`config.mk`:
```
export PLATFORM = sky130hd
export DESIGN_NAME = alu_operand_stage_flat
export DESIGN_NICKNAME = d
export VERILOG_FILES = /design/src/rtl/alu_operand_stage_if.sv /design/src/rtl/alu_operand_stage.sv /design/src/flat_wrapper.sv
export SDC_FILE = /design/constraint.sdc
export NUM_CORES = 1
export LEC_CHECK = 0
export CAP_MARGIN = 25
export CORE_MARGIN = 8
export CORE_UTILIZATION = 43
export DETAILED_ROUTE_END_ITERATION = 10
export PLACE_DENSITY = 0.88
export SYNTH_ARGS = -nofsm -noshare
export SYNTH_HDL_FRONTEND = slang
export SYNTH_SLANG_ARGS = --single-unit
```
`constraint.sdc`:
```
create_clock -name clk -period 3.7 [get_ports clk]
set_input_delay 0.74 -clock clk [delete_from_list [all_inputs] [get_ports clk]]
set_output_delay 0.74 -clock clk [all_outputs]
set_load 0.01 [all_outputs]
```
`src/rtl/alu_operand_stage_if.sv`:
```
// Bundle of handshake, operand and forwarding signals for the Execute-stage
// operand selector. The upstream/bench side uses the master modport and the
// operand stage itself uses the slave modport.
interface alu_operand_stage_if #(
    parameter int XLEN       = 32,
    parameter int NUM_FWD    = 2,
    parameter int REG_ADDR_W = 5
) ();

    logic                          inValid;
    logic                          inReady;
    logic [REG_ADDR_W-1:0]         rs1Addr;
    logic [REG_ADDR_W-1:0]         rs2Addr;
    logic [XLEN-1:0]               rs1Data;
    logic [XLEN-1:0]               rs2Data;
    logic [XLEN-1:0]               pcValue;
    logic [XLEN-1:0]               immediateValue;
    logic [1:0]                    input1Select;
    logic [2:0]                    input2Select;
    logic                          storeEnable;
    logic [NUM_FWD-1:0]            fwdEnable;
    logic [NUM_FWD*REG_ADDR_W-1:0] fwdRd;
    logic [NUM_FWD*XLEN-1:0]       fwdData;
    logic [NUM_FWD-1:0]            fwdDataReady;
    logic                          flush;
    logic                          outValid;
    logic                          outReady;
    logic [XLEN-1:0]               input1Alu;
    logic [XLEN-1:0]               input2Alu;
    logic [XLEN-1:0]               storeData;
    logic                          hazardStall;

    modport master (
        output inValid, rs1Addr, rs2Addr, rs1Data, rs2Data, pcValue,
               immediateValue, input1Select, input2Select, storeEnable,
               fwdEnable, fwdRd, fwdData, fwdDataReady, flush, outReady,
        input  inReady, outValid, input1Alu, input2Alu, storeData, hazardStall
    );

    modport slave (
        input  inValid, rs1Addr, rs2Addr, rs1Data, rs2Data, pcValue,
               immediateValue, input1Select, input2Select, storeEnable,
               fwdEnable, fwdRd, fwdData, fwdDataReady, flush, outReady,
        output inReady, outValid, input1Alu, input2Alu, storeData, hazardStall
    );

endinterface

```
`src/rtl/alu_operand_stage.sv`:
```
// Execute-stage operand selector and pipeline register.
// Both ALU operands are resolved through a prioritised forwarding network
// (source 0 is the youngest and wins), load-use hazards hold the bundle
// upstream, and the chosen operands are registered behind a valid/ready
// handshake that also supports flush.
module alu_operand_stage #(
    parameter int XLEN       = 32,
    parameter int NUM_FWD    = 2,
    parameter int REG_ADDR_W = 5
) (
    input  logic               clk,
    input  logic               reset,
    alu_operand_stage_if.slave bus
);

    logic [XLEN-1:0] w_rs1Value;
    logic [XLEN-1:0] w_rs2Value;
    logic            w_rs1Pending;
    logic            w_rs2Pending;
    logic            w_rs1Needed;
    logic            w_rs2Needed;
    logic            w_hazard;
    logic            w_inReady;
    logic            w_capture;
    logic [XLEN-1:0] w_operand1;
    logic [XLEN-1:0] w_operand2;

    logic            r_outValid;
    logic [XLEN-1:0] r_input1Alu;
    logic [XLEN-1:0] r_input2Alu;
    logic [XLEN-1:0] r_storeData;

    // Resolve rs1/rs2 through the forwarding sources; scanning from the oldest
    // source down lets the youngest match overwrite, and its ready bit alone
    // decides whether the value is still outstanding.
    always_comb begin
        w_rs1Value   = bus.rs1Data;
        w_rs2Value   = bus.rs2Data;
        w_rs1Pending = 1'b0;
        w_rs2Pending = 1'b0;
        for (int i = NUM_FWD - 1; i >= 0; i--) begin
            if (bus.fwdEnable[i] &&
                (bus.fwdRd[i*REG_ADDR_W +: REG_ADDR_W] == bus.rs1Addr) &&
                (bus.rs1Addr != '0)) begin
                w_rs1Value   = bus.fwdData[i*XLEN +: XLEN];
                w_rs1Pending = ~bus.fwdDataReady[i];
            end
            if (bus.fwdEnable[i] &&
                (bus.fwdRd[i*REG_ADDR_W +: REG_ADDR_W] == bus.rs2Addr) &&
                (bus.rs2Addr != '0)) begin
                w_rs2Value   = bus.fwdData[i*XLEN +: XLEN];
                w_rs2Pending = ~bus.fwdDataReady[i];
            end
        end
        if (bus.rs1Addr == '0) begin
            w_rs1Value = '0;
        end
        if (bus.rs2Addr == '0) begin
            w_rs2Value = '0;
        end
    end

    // Only operands that the selected instruction actually consumes can stall.
    assign w_rs1Needed = (bus.input1Select == 2'b00);
    assign w_rs2Needed = (bus.input2Select == 3'b000) | bus.storeEnable;
    assign w_hazard    = (w_rs1Needed & w_rs1Pending) | (w_rs2Needed & w_rs2Pending);
    assign w_inReady   = ~w_hazard & (~r_outValid | bus.outReady);
    assign w_capture   = bus.inValid & w_inReady & ~bus.flush;

    // Pick each ALU operand from the forwarded register value, PC, immediate
    // or a zero-extended constant.
    always_comb begin
        w_operand1 = '0;
        w_operand2 = '0;
        case (bus.input1Select)
            2'b00:   w_operand1 = w_rs1Value;
            2'b01:   w_operand1 = bus.pcValue;
            default: w_operand1 = '0;
        endcase
        case (bus.input2Select)
            3'b000:  w_operand2 = w_rs2Value;
            3'b001:  w_operand2 = bus.immediateValue;
            3'b010:  w_operand2 = XLEN'(1);
            3'b011:  w_operand2 = XLEN'(4);
            default: w_operand2 = '0;
        endcase
    end

    // Output register: reset clears everything, flush kills the held bundle,
    // a capture loads (possibly replacing a draining bundle), a drain empties.
    always_ff @(posedge clk) begin
        if (reset) begin
            r_outValid  <= 1'b0;
            r_input1Alu <= '0;
            r_input2Alu <= '0;
            r_storeData <= '0;
        end else if (bus.flush) begin
            r_outValid  <= 1'b0;
        end else if (w_capture) begin
            r_outValid  <= 1'b1;
            r_input1Alu <= w_operand1;
            r_input2Alu <= w_operand2;
            r_storeData <= w_rs2Value;
        end else if (r_outValid && bus.outReady) begin
            r_outValid  <= 1'b0;
        end
    end

    assign bus.inReady     = w_inReady;
    assign bus.hazardStall = bus.inValid & w_hazard;
    assign bus.outValid    = r_outValid;
    assign bus.input1Alu   = r_input1Alu;
    assign bus.input2Alu   = r_input2Alu;
    assign bus.storeData   = r_storeData;

endmodule

```
`src/flat_wrapper.sv`:
```
// flat-port wrapper written by rule: the top's interface ports become plain ports
module alu_operand_stage_flat 
#(
    parameter int XLEN       = 32,
    parameter int NUM_FWD    = 2,
    parameter int REG_ADDR_W = 5
)
  (clk, reset, bus_inValid, bus_rs1Addr, bus_rs2Addr, bus_rs1Data, bus_rs2Data, bus_pcValue, bus_immediateValue, bus_input1Select, bus_input2Select, bus_storeEnable, bus_fwdEnable, bus_fwdRd, bus_fwdData, bus_fwdDataReady, bus_flush, bus_outReady, bus_inReady, bus_outValid, bus_input1Alu, bus_input2Alu, bus_storeData, bus_hazardStall);
  alu_operand_stage_if #(.XLEN(XLEN), .NUM_FWD(NUM_FWD), .REG_ADDR_W(REG_ADDR_W)) bus_i ();
  input  logic clk;
  input  logic reset;
  input wire logic [$bits(bus_i.inValid)-1:0] bus_inValid;
  input wire logic [$bits(bus_i.rs1Addr)-1:0] bus_rs1Addr;
  input wire logic [$bits(bus_i.rs2Addr)-1:0] bus_rs2Addr;
  input wire logic [$bits(bus_i.rs1Data)-1:0] bus_rs1Data;
  input wire logic [$bits(bus_i.rs2Data)-1:0] bus_rs2Data;
  input wire logic [$bits(bus_i.pcValue)-1:0] bus_pcValue;
  input wire logic [$bits(bus_i.immediateValue)-1:0] bus_immediateValue;
  input wire logic [$bits(bus_i.input1Select)-1:0] bus_input1Select;
  input wire logic [$bits(bus_i.input2Select)-1:0] bus_input2Select;
  input wire logic [$bits(bus_i.storeEnable)-1:0] bus_storeEnable;
  input wire logic [$bits(bus_i.fwdEnable)-1:0] bus_fwdEnable;
  input wire logic [$bits(bus_i.fwdRd)-1:0] bus_fwdRd;
  input wire logic [$bits(bus_i.fwdData)-1:0] bus_fwdData;
  input wire logic [$bits(bus_i.fwdDataReady)-1:0] bus_fwdDataReady;
  input wire logic [$bits(bus_i.flush)-1:0] bus_flush;
  input wire logic [$bits(bus_i.outReady)-1:0] bus_outReady;
  output wire logic [$bits(bus_i.inReady)-1:0] bus_inReady;
  output wire logic [$bits(bus_i.outValid)-1:0] bus_outValid;
  output wire logic [$bits(bus_i.input1Alu)-1:0] bus_input1Alu;
  output wire logic [$bits(bus_i.input2Alu)-1:0] bus_input2Alu;
  output wire logic [$bits(bus_i.storeData)-1:0] bus_storeData;
  output wire logic [$bits(bus_i.hazardStall)-1:0] bus_hazardStall;
  assign bus_i.inValid = bus_inValid;
  assign bus_i.rs1Addr = bus_rs1Addr;
  assign bus_i.rs2Addr = bus_rs2Addr;
  assign bus_i.rs1Data = bus_rs1Data;
  assign bus_i.rs2Data = bus_rs2Data;
  assign bus_i.pcValue = bus_pcValue;
  assign bus_i.immediateValue = bus_immediateValue;
  assign bus_i.input1Select = bus_input1Select;
  assign bus_i.input2Select = bus_input2Select;
  assign bus_i.storeEnable = bus_storeEnable;
  assign bus_i.fwdEnable = bus_fwdEnable;
  assign bus_i.fwdRd = bus_fwdRd;
  assign bus_i.fwdData = bus_fwdData;
  assign bus_i.fwdDataReady = bus_fwdDataReady;
  assign bus_i.flush = bus_flush;
  assign bus_i.outReady = bus_outReady;
  assign bus_inReady = bus_i.inReady;
  assign bus_outValid = bus_i.outValid;
  assign bus_input1Alu = bus_i.input1Alu;
  assign bus_input2Alu = bus_i.input2Alu;
  assign bus_storeData = bus_i.storeData;
  assign bus_hazardStall = bus_i.hazardStall;
  alu_operand_stage #(.XLEN(XLEN), .NUM_FWD(NUM_FWD), .REG_ADDR_W(REG_ADDR_W)) u_core (.clk(clk), .reset(reset), .bus(bus_i));
endmodule
```
Word level (Yosys, flattened, before mapping)

Index checks and enable logic that the tools add are counted.

Logic and storage cells: 58
Register bits after elaboration: 97
Input bits: 227

Muxes and demuxes: 14
Reductions and logical operators: 18
Equal/unequal tests: 8
Bitwise gates (word level): 14

Operators with widths:

| kind                                                 | number |
|---|---|
| two-way mux 32 bit                                   | 6 |
| case mux 32 bit (4 select lines)                     | 1 |
| case mux 32 bit (2 select lines)                     | 1 |
| equality test 5 bit                                  | 4 |
| zero test 5 bit                                      | 2 |
| nonzero test 5 bit                                   | 2 |
| logical AND 1 bit                                    | 9 |
| AND 1 bit                                            | 6 |
| equality test 3 x 2 -> 1 bit (second input constant) | 2 |
| two-way mux 1 bit                                    | 6 |
| NOT 1 bit                                            | 5 |
| equality test 3 x 1 -> 1 bit (second input constant) | 1 |
| zero test 3 bit                                      | 1 |
| OR 1 bit                                             | 3 |
| equality test 2 x 1 -> 1 bit (second input constant) | 1 |
| zero test 2 bit                                      | 1 |
| AND reduction 2 bit                                  | 1 |
| nonzero test 2 bit                                   | 1 |
| OR reduction 2 bit                                   | 1 |

Logic depth before layout (Yosys ltp)

Word-level depth: 12
Mapped depth: 11

Worst setup path after synthesis

OpenSTA, ideal clock, no wires.

Kind: input port to output port
From: in bus_rs1Addr[1]
To: out bus_inReady
Stages: 7
Arrival time: 2463 ps
Setup slack: 497 ps
Required time: 2960 ps
Cell sequence: or4_4 > o211ai_2 > or2_1 > buf_2 > mux2_1 > a21oi_1 > and2_1

Longest elaborated chain between the ends: 9
Elaborated cells on any way between the ends: 13
Classes of those cells: 2 x eq/ne; 2 x mux; 4 x bitwise; 5 x reduce/logical

RTL lines:

| element             | RTL line                | RTL |
|---|---|---|
| from (decl)         | flat_wrapper.sv:13      | `input wire logic [$bits(bus_i.rs1Addr)-1:0] bus_rs1Addr;` |
| equality test 5 bit | alu_operand_stage.sv:43 | `(bus.fwdRd[i*REG_ADDR_W +: REG_ADDR_W] == bus.rs1Addr) &&` |
| logical AND 1 bit   | alu_operand_stage.sv:42 | `if (bus.fwdEnable[i] &&` |
| logical AND 1 bit   | alu_operand_stage.sv:43 |  |
| two-way mux 1 bit   | alu_operand_stage.sv:42 |  |
| two-way mux 1 bit * | alu_operand_stage.sv:42 |  |
| AND 1 bit *         | alu_operand_stage.sv:66 | `assign w_hazard = (w_rs1Needed & w_rs1Pending) \| (w_rs2Needed & w_rs2Pending);` |
| OR 1 bit *          | alu_operand_stage.sv:66 |  |
| NOT 1 bit *         | alu_operand_stage.sv:67 | `assign w_inReady = ~w_hazard & (~r_outValid \| bus.outReady);` |
| AND 1 bit *         | alu_operand_stage.sv:67 |  |
| to (decl)           | flat_wrapper.sv:28      | `output wire logic [$bits(bus_i.inReady)-1:0] bus_inReady;` |

Mark *: on every way between the ends. The rest lies on a longest branch, timed or not.

Worst setup path in the final report

From: in bus_rs1Addr[4]
To: out bus_hazardStall

Longest elaborated chain between the ends: 8
Elaborated cells on any way between the ends: 12
Classes of those cells: 2 x eq/ne; 2 x mux; 3 x bitwise; 5 x reduce/logical

RTL lines:

| element             | RTL line                 | RTL |
|---|---|---|
| equality test 5 bit | alu_operand_stage.sv:43  |  |
| logical AND 1 bit   | alu_operand_stage.sv:42  |  |
| logical AND 1 bit   | alu_operand_stage.sv:43  |  |
| two-way mux 1 bit   | alu_operand_stage.sv:42  |  |
| two-way mux 1 bit * | alu_operand_stage.sv:42  |  |
| AND 1 bit *         | alu_operand_stage.sv:66  |  |
| OR 1 bit *          | alu_operand_stage.sv:66  |  |
| AND 1 bit *         | alu_operand_stage.sv:110 | `assign bus.hazardStall = bus.inValid & w_hazard;` |
| to (decl)           | flat_wrapper.sv:33       | `output wire logic [$bits(bus_i.hazardStall)-1:0] bus_hazardStall;` |

Marked as above.

==> metrics <==
outcome complete, but fails checks; violated checks setup timing; Overflow after GRT 0; clk_lat worst skew 0.36 ns; first-pass GRT wire length 47,400 um; Syn Inst Count 868; critical hold path startpoint u_core.bus.input2Alu[23]; crit path max fanout 2; number of max-cap violations 0; Final nets 1,388; most common cell after layout, fill and taps aside clkdlybuf4s50_1; num rows 47; most frequent cells in the layout clkdlybuf4s50_1, nand2b_1, dfxtp_1, mux2i_1, o21ai_0; Psw 916 uW; final hold violation count 0; Pwr Total 2.96 mW; Slew Viols, Final 0; P&R area growth vs syn 54.7%; critical path endpoint category output port; Mapped Nets 1,095; Multi-input gate area 0.00478 mm2; Die Width 145 um; root buffer selected by CTS clkbuf_16; type of the worst min-delay path reg -> reg; Slew Limit Headroom 50.1%; routed via count 8,415; synthesized flop and latch total 97; Arrival @ worst endpoint 2.96 ns; GPL Wtd Cong 0.950; Netlist Area Pre-Place 0.00712 mm2; number of synthesized flops with an enable pin 0; Final Cycle Share 100%; register area 0.00194 mm2; Via density 6.06; peak supply drop 0.000199 V; power per cell area 269 mW/mm2; vias in the first global route 8,227; Clock Path Buffers 2; Yosys cell types 40; min Tclk post-route 3.70 ns; Leakage 4.06 nW; Util after Layout 67.1%; DRT Wirelength 32,800 um; DRC violations left 0; setup violators final 1; Clk network pwr share 32.8%; DRT iter0 DRCs 840; share of the synthesized area in the top cell type 27.3%; top cells by area, synth dfxtp_1, mux2i_1, nand2b_1; 1st-pass router iterations 6; Port Buf Inserts 325; post-route insts no fill 1,389; # fillers 1,293; crit path launch type input port; Starting Density 43.4%; most area-hungry cell type in the Yosys netlist dfxtp_1; # H-tree levels 3; register area share after synthesis 27.3%; Ports 326; worst hold margin 0.476 ns; Die ar. 0.0209 mm2; Die H 145 um; placed cell count 1,366; Critical Setup Path Class in -> out; post-DP HPWL 24,600 um; critical-path cell list clkdlybuf4s50_1 -> or4_4 -> o211ai_2 -> or2_1 -> mux2_2 -> a21oi_2 -> nor2b_1 -> dlygate4sd2_1; Setup WS post-layout -0.00306 ns; Fmax achieved 270 MHz; TritonCTS clock tree built; Avg WL per Cell 23.6 um; crit path from bus_rs1Addr[4]; Sequential Power Share 37.3%; synthesized area per cell 8.20 um2; max incr delay on CP 0.56 ns; switching power share of the total 30.9%; CP max stage cell or4_4; Synth Flop Type dfxtp_1; placed cell areas 0.0107 mm2; yosys warns 0; core area 0.0164 mm2; layout cells sized above 1 7.55%; global-route usage over all layers 29.7%; clk sinks 97; logic gate share of total power 30.0%; Clock Skews 0.0105 ns; CP bufs+invs 2; worst endpoint required time 2.96 ns; Worst-path clk slew 0.07 ns; Slew @ Worst Pin 0.744 ns; async set-reset flop share out of synthesis 0%; Int Pwr 2.05 mW; Post-DRT Antenna Nets 0; largest net degree at the start of global routing 82; antenna violations before repair 1; Crit path max-delay family simple AND/OR/NAND/NOR gates; Num CTS Buffers 9; cell area after layout 0.0110 mm2; worst r2r src u_core.bus.outValid
[kinds of logic after synthesis]
family,share of synthesized area (%)
muxes,13.7
xor gates and xnor gates,2.46
and+or+nand+nor,24.9
AOI/OAI and AO/OA,25.7
buffers and inverters,6.07
DFF,27.3
[tightest hold or removal path, stage by stage, from the launching register on]
cell	delay, ns
dfxtp_1	0.31
nand2b_1	0.06
mux2i_1	0.06
[cell type report]
cell class | count | area share, %
diodes | 3 | 0.0682
clock buffers | 10 | 2.17
clock inverters | 6 | 0.511
inverters | 2 | 0.0682
multi-input cells | 671 | 43.4
flip-flops and latches | 97 | 17.6
well taps | 220 | 2.50
repair buffers | 380 | 33.7
[through the flow]
step	worst slack, ns	TNS [ns]
3_3_place_gp	-0.293	-0.481
3_5_place_dp	-0.328	-0.562
2_1_floorplan	0.497	0
4_1_cts	-0.0253	-0.0253
5_1_grt	-0.0356	-0.0356
6_report	-0.00306	-0.00306
[registers in the layout, indices dropped and copies added, names as in the netlist]
register	count
u_core.bus.input1Alu	32
u_core.bus.input2Alu	32
u_core.bus.storeData	32
u_core.bus.outValid	1
[power by group through the flow]
stage | clock network (mW) | registers [mW] | logic [mW]
4_1_cts | 0.981 | 1.10 | 0.870
5_1_grt | 1.02 | 1.11 | 0.931
3_5_place_dp | 0 | 1.13 | 0.862
6_report | 0.970 | 1.10 | 0.887
2_1_floorplan | 0 | 1.15 | 0.360
3_3_place_gp | 0 | 1.13 | 0.856
[per-layer routing]
layer,vias to the layer above,global-route usage [%],routed length [um]
li1,3853,-,-
met1,3895,38.2,13300
met2,560,43.9,14100
met3,107,8.30,3760
met4,0,16.9,1680
met5,-,0,0
[cell usage after synthesis (2+ instances only)]
library cell,count
nand2b_1,98
dfxtp_1,97
mux2i_1,96
clkbuf_1,84
o21ai_0,72
nor3_1,67
a311o_1,61
nand4_1,36
a311oi_1,34
and2_1,33
nand3_1,33
a21o_1,31
nand2_1,30
o21bai_1,27
xnor2_1,17
buf_2,6
buf_6,6
nor2_1,6
a211oi_1,3
nor2b_1,3
o211ai_2,3
xor2_1,3
inv_1,2
o211a_1,2
o211ai_1,2
or2_1,2
[path summary, 6_finish.rpt]
path                                   end  slack [ns]  cells after the start
setup / recovery           bus_hazardStall      -0.003                      8
hold / removal    u_core.bus.input2Alu[23]        0.48                      2
setup reg to reg   u_core.bus.input2Alu[9]        2.01                      5
hold reg to reg   u_core.bus.input2Alu[23]        0.48                      2
[repair_timing]
| action | 4_1_cts | 5_1_grt |
|---|---|---|
| endpoints found under the setup margin | 2 | 2 |
| gates resized for setup | 4 | 3 |
| pin swaps | 0 | 4 |
| hold buffers | 0 | 0 |
| setup buffers | 0 | 4 |
No activity file was read; power rests on OpenSTA's default activity.
